### src/rtl/mprv_priv_unit_if.sv
// mprv_priv_unit_if
// Per-port LSU request/response handshake bundle for mprv_priv_unit.
//   req_valid_i / req_ready_o : request handshake, one bit per port
//   rsp_valid_o / rsp_ready_i : tagged-response handshake, one bit per port
//   rsp_priv_o                : tag for port p in bits [2p+1:2p]
// The master modport is the LSU side and the slave modport is the privilege unit.
interface mprv_priv_unit_if #(
   parameter int NUM_PORTS = 2
);
   logic [NUM_PORTS-1:0]   req_valid_i;
   logic [NUM_PORTS-1:0]   req_ready_o;
   logic [NUM_PORTS-1:0]   rsp_valid_o;
   logic [NUM_PORTS-1:0]   rsp_ready_i;
   logic [2*NUM_PORTS-1:0] rsp_priv_o;

   modport master (
      output req_valid_i,
      output rsp_ready_i,
      input  req_ready_o,
      input  rsp_valid_o,
      input  rsp_priv_o
   );

   modport slave (
      input  req_valid_i,
      input  rsp_ready_i,
      output req_ready_o,
      output rsp_valid_o,
      output rsp_priv_o
   );
endinterface

### src/rtl/mprv_priv_unit.sv
// mprv_priv_unit
// Registered effective-privilege unit. It holds the privilege level,
// mstatus.MPRV/MPP, dcsr.mprven and the RUN/DEBUG state. From these it
// derives the effective load/store privilege and tags requests on
// NUM_PORTS independent ports through a one-entry output register per port.
// Ports:
//   clk_i, rst_i          clock and asynchronous active-high reset
//   mstatus_we_i/...      mstatus MPRV/MPP write (MPP is WARL, 10 -> 00)
//   dcsr_we_i/...         dcsr.mprven write; dcsr_prv_i is the DRET target
//   mret_i, debug_enter_i, dret_i   retirement/debug events
//   lsu_if (slave)        per-port request/response handshake and tags
//   priv_lvl_o, eff_priv_o, mprv_o, mpp_o, debug_mode_o   state view
module mprv_priv_unit #(
   parameter int NUM_PORTS = 2
) (
   input  logic                  clk_i,
   input  logic                  rst_i,
   input  logic                  mstatus_we_i,
   input  logic                  mstatus_mprv_i,
   input  logic [1:0]            mstatus_mpp_i,
   input  logic                  dcsr_we_i,
   input  logic                  dcsr_mprven_i,
   input  logic [1:0]            dcsr_prv_i,
   input  logic                  mret_i,
   input  logic                  debug_enter_i,
   input  logic                  dret_i,
   mprv_priv_unit_if.slave       lsu_if,
   output logic [1:0]            priv_lvl_o,
   output logic [1:0]            eff_priv_o,
   output logic                  mprv_o,
   output logic [1:0]            mpp_o,
   output logic                  debug_mode_o
);

   localparam logic [1:0] PRV_U = 2'b00;
   localparam logic [1:0] PRV_M = 2'b11;

   typedef enum logic {ST_RUN = 1'b0, ST_DEBUG = 1'b1} state_t;

   state_t     state_q, state_d;
   logic [1:0] priv_q, priv_d;
   logic       mprv_q, mprv_d;
   logic [1:0] mpp_q, mpp_d;
   logic       mprven_q, mprven_d;
   logic [1:0] eff_priv;

   // 2'b10 is a reserved privilege encoding; it legalises to U.
   function automatic logic [1:0] legalise_prv(input logic [1:0] v);
      return (v == 2'b10) ? PRV_U : v;
   endfunction

   // Events that do not apply in the current state are treated as absent,
   // so they do not mask lower-priority events.
   logic enter_ev, dret_ev, mret_ev;
   assign enter_ev = debug_enter_i && (state_q == ST_RUN);
   assign dret_ev  = dret_i && (state_q == ST_DEBUG);
   assign mret_ev  = mret_i && (state_q == ST_RUN);

   // State register
   always_ff @(posedge clk_i or posedge rst_i) begin
      if (rst_i) begin
         state_q  <= ST_RUN;
         priv_q   <= PRV_M;
         mprv_q   <= 1'b0;
         mpp_q    <= PRV_U;
         mprven_q <= 1'b0;
      end else begin
         state_q  <= state_d;
         priv_q   <= priv_d;
         mprv_q   <= mprv_d;
         mpp_q    <= mpp_d;
         mprven_q <= mprven_d;
      end
   end

   // Next-state logic; only the highest-priority event takes effect.
   always_comb begin
      state_d  = state_q;
      priv_d   = priv_q;
      mprv_d   = mprv_q;
      mpp_d    = mpp_q;
      mprven_d = mprven_q;
      if (enter_ev) begin
         state_d = ST_DEBUG;
      end else if (dret_ev) begin
         state_d = ST_RUN;
         priv_d  = legalise_prv(dcsr_prv_i);
         if (legalise_prv(dcsr_prv_i) != PRV_M) mprv_d = 1'b0;
      end else if (mret_ev) begin
         priv_d = mpp_q;
         mpp_d  = PRV_U;
         if (mpp_q != PRV_M) mprv_d = 1'b0;
      end else begin
         if (mstatus_we_i) begin
            mprv_d = mstatus_mprv_i;
            mpp_d  = legalise_prv(mstatus_mpp_i);
         end
         if (dcsr_we_i) mprven_d = dcsr_mprven_i;
      end
   end

   // Output logic: effective privilege from registered state only.
   always_comb begin
      eff_priv     = priv_q;
      debug_mode_o = 1'b0;
      if (state_q == ST_DEBUG) begin
         debug_mode_o = 1'b1;
         eff_priv     = (mprven_q && mprv_q) ? mpp_q : PRV_M;
      end else if (mprv_q) begin
         eff_priv = mpp_q;
      end
   end

   assign eff_priv_o = eff_priv;
   assign priv_lvl_o = priv_q;
   assign mprv_o     = mprv_q;
   assign mpp_o      = mpp_q;

   // Per-port one-entry output register. A held entry freezes its tag until
   // drained; a drain and a new accept in the same cycle reload the entry.
   for (genvar gi = 0; gi < NUM_PORTS; gi++) begin : g_port
      logic       valid_q, valid_d;
      logic [1:0] tag_q, tag_d;
      logic       ready, accept;

      assign ready  = !valid_q || lsu_if.rsp_ready_i[gi];
      assign accept = lsu_if.req_valid_i[gi] && ready;

      always_comb begin
         valid_d = valid_q;
         tag_d   = tag_q;
         if (accept) begin
            valid_d = 1'b1;
            tag_d   = eff_priv;
         end else if (lsu_if.rsp_ready_i[gi]) begin
            valid_d = 1'b0;
         end
      end

      always_ff @(posedge clk_i or posedge rst_i) begin
         if (rst_i) begin
            valid_q <= 1'b0;
            tag_q   <= PRV_U;
         end else begin
            valid_q <= valid_d;
            tag_q   <= tag_d;
         end
      end

      assign lsu_if.req_ready_o[gi]          = ready;
      assign lsu_if.rsp_valid_o[gi]          = valid_q;
      assign lsu_if.rsp_priv_o[2*gi +: 2]    = tag_q;
   end

endmodule

### src/flat_wrapper.sv
// flat-port wrapper written by rule: the top's interface ports become plain ports
module mprv_priv_unit_flat 
#(
   parameter int NUM_PORTS = 2
)
  (clk_i, rst_i, mstatus_we_i, mstatus_mprv_i, mstatus_mpp_i, dcsr_we_i, dcsr_mprven_i, dcsr_prv_i, mret_i, debug_enter_i, dret_i, priv_lvl_o, eff_priv_o, mprv_o, mpp_o, debug_mode_o, lsu_if_req_valid_i, lsu_if_rsp_ready_i, lsu_if_req_ready_o, lsu_if_rsp_valid_o, lsu_if_rsp_priv_o);
  mprv_priv_unit_if #(.NUM_PORTS(NUM_PORTS)) lsu_if_i ();
  input  logic clk_i;
  input  logic rst_i;
  input  logic mstatus_we_i;
  input  logic mstatus_mprv_i;
  input  logic [1:0] mstatus_mpp_i;
  input  logic dcsr_we_i;
  input  logic dcsr_mprven_i;
  input  logic [1:0] dcsr_prv_i;
  input  logic mret_i;
  input  logic debug_enter_i;
  input  logic dret_i;
  output logic [1:0] priv_lvl_o;
  output logic [1:0] eff_priv_o;
  output logic mprv_o;
  output logic [1:0] mpp_o;
  output logic debug_mode_o;
  input wire logic [$bits(lsu_if_i.req_valid_i)-1:0] lsu_if_req_valid_i;
  input wire logic [$bits(lsu_if_i.rsp_ready_i)-1:0] lsu_if_rsp_ready_i;
  output wire logic [$bits(lsu_if_i.req_ready_o)-1:0] lsu_if_req_ready_o;
  output wire logic [$bits(lsu_if_i.rsp_valid_o)-1:0] lsu_if_rsp_valid_o;
  output wire logic [$bits(lsu_if_i.rsp_priv_o)-1:0] lsu_if_rsp_priv_o;
  assign lsu_if_i.req_valid_i = lsu_if_req_valid_i;
  assign lsu_if_i.rsp_ready_i = lsu_if_rsp_ready_i;
  assign lsu_if_req_ready_o = lsu_if_i.req_ready_o;
  assign lsu_if_rsp_valid_o = lsu_if_i.rsp_valid_o;
  assign lsu_if_rsp_priv_o = lsu_if_i.rsp_priv_o;
  mprv_priv_unit #(.NUM_PORTS(NUM_PORTS)) u_core (.clk_i(clk_i), .rst_i(rst_i), .mstatus_we_i(mstatus_we_i), .mstatus_mprv_i(mstatus_mprv_i), .mstatus_mpp_i(mstatus_mpp_i), .dcsr_we_i(dcsr_we_i), .dcsr_mprven_i(dcsr_mprven_i), .dcsr_prv_i(dcsr_prv_i), .mret_i(mret_i), .debug_enter_i(debug_enter_i), .dret_i(dret_i), .lsu_if(lsu_if_i), .priv_lvl_o(priv_lvl_o), .eff_priv_o(eff_priv_o), .mprv_o(mprv_o), .mpp_o(mpp_o), .debug_mode_o(debug_mode_o));
endmodule
### config.mk
export PLATFORM = sky130hd
export DESIGN_NAME = mprv_priv_unit_flat
export DESIGN_NICKNAME = d
export VERILOG_FILES = /design/src/rtl/mprv_priv_unit_if.sv /design/src/rtl/mprv_priv_unit.sv /design/src/flat_wrapper.sv
export SDC_FILE = /design/constraint.sdc
export NUM_CORES = 1
export LEC_CHECK = 0
export BUFFER_PORTS_ARGS = -buffer_cell sky130_fd_sc_hd__clkbuf_2
export CELL_PAD_IN_SITES_DETAIL_PLACEMENT = 0
export CELL_PAD_IN_SITES_GLOBAL_PLACEMENT = 1
export CORE_UTILIZATION = 30
export DETAILED_ROUTE_END_ITERATION = 16
export HOLD_SLACK_MARGIN = 0.03
export PLACE_DENSITY_LB_ADDON = 0.2
export SLEW_MARGIN = 20
export SYNTH_ARGS = -nofsm -noshare
export SYNTH_HDL_FRONTEND = slang
export SYNTH_SLANG_ARGS = --single-unit
### constraint.sdc
create_clock -name clk_i -period 1.3 [get_ports clk_i]
set_clock_uncertainty 0.15 [all_clocks]
set_input_delay 0.26 -clock clk_i [delete_from_list [all_inputs] [get_ports clk_i]]
set_output_delay 0.26 -clock clk_i [all_outputs]
set_load 0.05 [all_outputs]
Word-level counts from Yosys, hierarchy flattened. Cells that the tools add are included.

Output and inout port bits: 16. Bits of input ports: 17. Register bits after elaboration: 13. Word-level logic and storage cells: 60.

Reductions and logical operators: 20. Equal/unequal tests: 6. Muxes and demuxes: 21. Bitwise operators: 4.

Operators with widths (number): 2-to-1 mux 2 bit (9); 2-to-1 mux 1 bit (12); nonzero test 2 bit (5); AND reduction 4 bit (2); logical AND 1 bit (6); inequality test 2 bit, second input constant (3); equality test 2 bit, second input constant (2); NOT 1 bit (4); inequality test 3 x 2 -> 1 bit, second input constant (1); AND reduction 3 bit (1); nonzero test 3 bit (1); logical NOT 1 bit (2); logical OR 1 bit (2); AND reduction 2 bit (1).

Depth between registers and ports, before layout.
Word-level depth: 5. Depth in mapped cells: 4. Gate-level depth less buffers: 3.

Worst setup path before layout. OpenSTA, ideal clock, no wires.

Path kind: reg2reg. Start: register u_core.state_q. End: register u_core.g_port[0].tag_q[0]. Period minus slack after synthesis: 1.891 ns. Library setup time: 0.068 ns. Required time: 1.082 ns. Buffers on the path: 1. Path slack: -0.591 ns. Stages on the path, launching flop included: 5. Arrival time: 1.673 ns. Path through: dfrtp_1 buf_6 inv_1 a2bb2oi_2 mux2_2.

Longest elaborated chain between the ends: 1.

Ends and longest elaborated chain: start: declaration (line mprv_priv_unit.sv:40) `state_t state_q, state_d;`; start signal: assignment (line mprv_priv_unit.sv:68) `state_q <= state_d;`; 2-to-1 mux 2 bit (line mprv_priv_unit.sv:106) `if (state_q == ST_DEBUG) begin`; net eff_priv_o[0] (line flat_wrapper.sv:20) `output logic [1:0] eff_priv_o;`; end signal: assignment (line mprv_priv_unit.sv:146) `tag_q <= tag_d;`; end: declaration (line mprv_priv_unit.sv:123) `logic [1:0] tag_q, tag_d;`.

The timed path passes the listed nets, and every way through them passes these cells. A chain may end at the register's enable or synchronous reset.

Worst setup path after layout.
Start: register u_core.mprv_q (netlist: u_core.mprv_o). End: output port eff_priv_o[1].

Longest elaborated chain between the ends: 3. Elaborated cells on any way between the ends: 4. Those cells by class: mux (3); reduce/logical (1).

Ends and longest elaborated chain: start: declaration (line mprv_priv_unit.sv:42) `logic mprv_q, mprv_d;`; start signal: assignment (line mprv_priv_unit.sv:70) `mprv_q <= mprv_d;`; logical AND 1 bit (line mprv_priv_unit.sv:108) `eff_priv = (mprven_q && mprv_q) ? mpp_q : PRV_M;`; 2-to-1 mux 2 bit (line mprv_priv_unit.sv:108); 2-to-1 mux 2 bit (*) (line mprv_priv_unit.sv:106); end: declaration (line flat_wrapper.sv:20).

Mark *: on every way between the ends. The rest lies on a longest branch, timed or not.

==> results.json <==
{
  "status": "complete, but fails checks",
  "violations": "setup timing",
  "cap_violations": 0,
  "grt-ovfl-total": 0,
  "nNetsFinal": 137,
  "fin_crit_ns": 1.69,
  "numCtsBuffers": 3,
  "synthArstFlopShare_pct": 100,
  "port-buffer-count": 32,
  "drt-pass1-iter-count": 4,
  "rsz0062_at_grt": "true",
  "wl_per_cell_um": 13.0,
  "synth_nets": 79,
  "slew_headroom_pct": 67.6,
  "ys_top_cells_by_count": "dfrtp_1, nand2b_1, mux2_2, mux2i_1, nand2_1",
  "final.setup.worst_slack_ns": -0.393,
  "die-area_um2": 2610,
  "end_kind": "output port",
  "min_path_type": "input pin to flip-flop",
  "drv_slew": 0,
  "path_cells": "mux2i_4 > a2bb2oi_4 > buf_8",
  "yosys_most_used_dff": "dfrtp_1",
  "cts_tree": "done",
  "crit_arrival_ns": 1.28,
  "gp_congestion": 0.773,
  "cts.sinks": 13,
  "start_kind": "flip-flop",
  "place_area_um2": 1050,
  "period_share_pct": 130,
  "clk_pin_slew_worst_paths_ns": 0.09,
  "final_util_pct": 62.5,
  "rows": 17,
  "synth_top_area_share_pct": 38.1,
  "clock-root-buffer": "clkbuf_4",
  "peakVddDrop_v": 0.00121,
  "ys_types": 22,
  "critPathMaxStageDelay_ns": 0.47,
  "power.density_nw_per_um2": 1850,
  "ys_ff_latch": 13,
  "grt_max_degree": 14,
  "seq_area_frac_synth_pct": 45.3,
  "synth_adder_area_share_pct": 0,
  "finalInstanceArea_um2": 1400,
  "dr.max_layer_used": "met4",
  "start_util_pct": 32.4,
  "synth_top_family_by_area": "multiplexers",
  "worstMarginPinSlew_ns": 0.485,
  "core_region_area_um2": 2230,
  "fmax_mhz": 591,
  "syn_to_final_growth_pct": 93.1,
  "grt_pass1_vias": 733,
  "crit_slowest_cell": "dfrtp_2",
  "synth.area.mux_share_pct": 18.3,
  "antenna_left": 0,
  "clock_path_buffers": 2,
  "cellLeakagePower_nw": 0.668,
  "diodes": 0,
  "path_class": "flip-flop to output port",
  "syn-cell-area_um2": 723,
  "synth-edff-count": 0,
  "drive_gt1_share_pct": 70.6,
  "dpl.hpwl_um": 1360,
  "antenna_found_initial": 0,
  "vias_per_cell": 4.59,
  "synth.area.top_cells": "dfrtp_1, mux2_2, dfstp_2",
  "synthCells": 62,
  "cp_data_required_time_ns": 0.89,
  "hold_viol_final": 0,
  "drc": 0,
  "synthXorXnorAreaFrac_pct": 0,
  "setup_viol": 19,
  "grt_first_pass_wirelength_um": 3190,
  "io_pins": 33,
  "clk_latency_ns": 0.28,
  "synth.avg_cell_area_um2": 11.7,
  "drt-met1-wl_um": 782,
  "wl_met3_um": 96,
  "synth_top_area_cell": "dfrtp_1",
  "route.met2.wl_um": 998,
  "yosysWarningCount": 0,
  "synth-simple-area-share_pct": 15.4,
  "synth_compound_area_share_pct": 13.7,
  "routed_wl_um": 1910,
  "first_iter_violations": 3,
  "synthMostInstantiatedCell": "dfrtp_1",
  "hold-worst-slack_ns": 0.0398,
  "htreeDepth": 1,
  "die_w_um": 51.1,
  "cp_max_fo": 4,
  "num_vias": 674,
  "grt_use_total_pct": 17.3,
  "die_h_um": 51.1
}
==> sequential cells by signal, indices dropped and copies added (netlist names) <==
signal                 count
u_core.mprv_o              1
u_core.priv_lvl_o          2
u_core.g_port.valid_q      2
u_core.mpp_o               2
u_core.mprven_q            1
u_core.state_q             1
u_core.g_port.tag_q        4
==> layout make-up <==
class | count | area [µm²]
fill | 205 | 837
timing repair buffer | 58 | 572
tap | 28 | 35.0
multi-input combinational | 41 | 418
sequential | 13 | 333
inverter | 3 | 11.3
clock inverter | 1 | 5.00
clock buffer | 3 | 22.5
==> cell families (layout without fill, tap and decap cells) <==
family          count (synthesis)  in the layout
simple gates                   19             19
flops                          13             13
mux                            12             12
compound gates                 10             10
buf+inv                         8             65
==> power breakdown <==
group          leakage [nW]  switching [W]  internal (W)
Clock                0.0177       0.000136      0.000114
Combinational         0.507       0.000832      0.000834
Sequential            0.143       0.000119      0.000543
==> metal layers <==
metal / vias to the layer above / global-route usage [%]
met5: - / 0
met4: 0 / 5.56
met3: 4 / 6.25
met2: 23 / 30.3
met1: 316 / 19.3
li1: 331 / -
==> worst paths after layout <==
kind	startpoint	to	slack, ns	cells past startpoint
max in group asynchronous	rst_i	u_core.mpp_o[1]	0.27	3
min in group asynchronous	rst_i	u_core.mprven_q	0.37	3
max	u_core.mprv_o	eff_priv_o[1]	-0.39	3
min	lsu_if_req_valid_i[0]	u_core.g_port[0].valid_q	0.04	2
max reg2reg	u_core.mprv_o	u_core.g_port[0].tag_q[1]	-0.27	5
min reg2reg	u_core.g_port[1].tag_q[1]	u_core.g_port[1].tag_q[1]	0.37	1
==> stage by stage <==
step	total power, W	setup slack [ns]	setup TNS [ns]	cells
after floorplan	0.00150	-0.325	-2.67	62
after global placement	0.00185	-0.160	-1.28	133
after detailed placement	0.00186	-0.176	-1.39	133
after CTS	0.00249	-0.412	-3.75	147
after global routing	0.00270	-0.444	-4.41	147
final	0.00258	-0.393	-3.57	147
==> timing repair <==
action                     in CTS  in global routing
resized for setup              39                 19
cloned                          0                  0
hold buffers                    3                  0
setup endpoints to repair      25                 24
pin swaps                       2                  2
buffers inserted                7                  1
hold endpoints to repair       13                  0
==> cell usage in the layout (no fill, tap or decap) <==
cell,n
buf_4,18
clkbuf_2,16
buf_6,10
dfrtp_1,7
nand2b_1,5
clkbuf_16,5
buf_8,5
mux2_2,4
dfrtp_2,4
inv_1,3
nand2_1,3
mux2_4,3
mux2i_1,3
and3_1,3
a21oi_1,3
clkbuf_4,3
dlygate4sd3_1,3
a2bb2oi_4,2
o21ai_0,2
dfstp_2,2
nand2_2,1
mux2i_2,1
nand2b_4,1
nand2_4,1
nand4_1,1
o21bai_4,1
nand3b_1,1
o21ai_2,1
and3_4,1
o32ai_2,1
mux2i_4,1
nor3b_4,1
nor2_1,1
clkinv_2,1
clkbuf_8,1
==> critical path: cells and delay by family, from the launching register on <==
kind | cells | cell delay, ns
AOI/OAI and AO/OA | 1 | 0.16
buffers and inverters | 1 | 0.16
DFF | 1 | 0.47
muxes | 1 | 0.22
(Power assumes the default switching activity.)
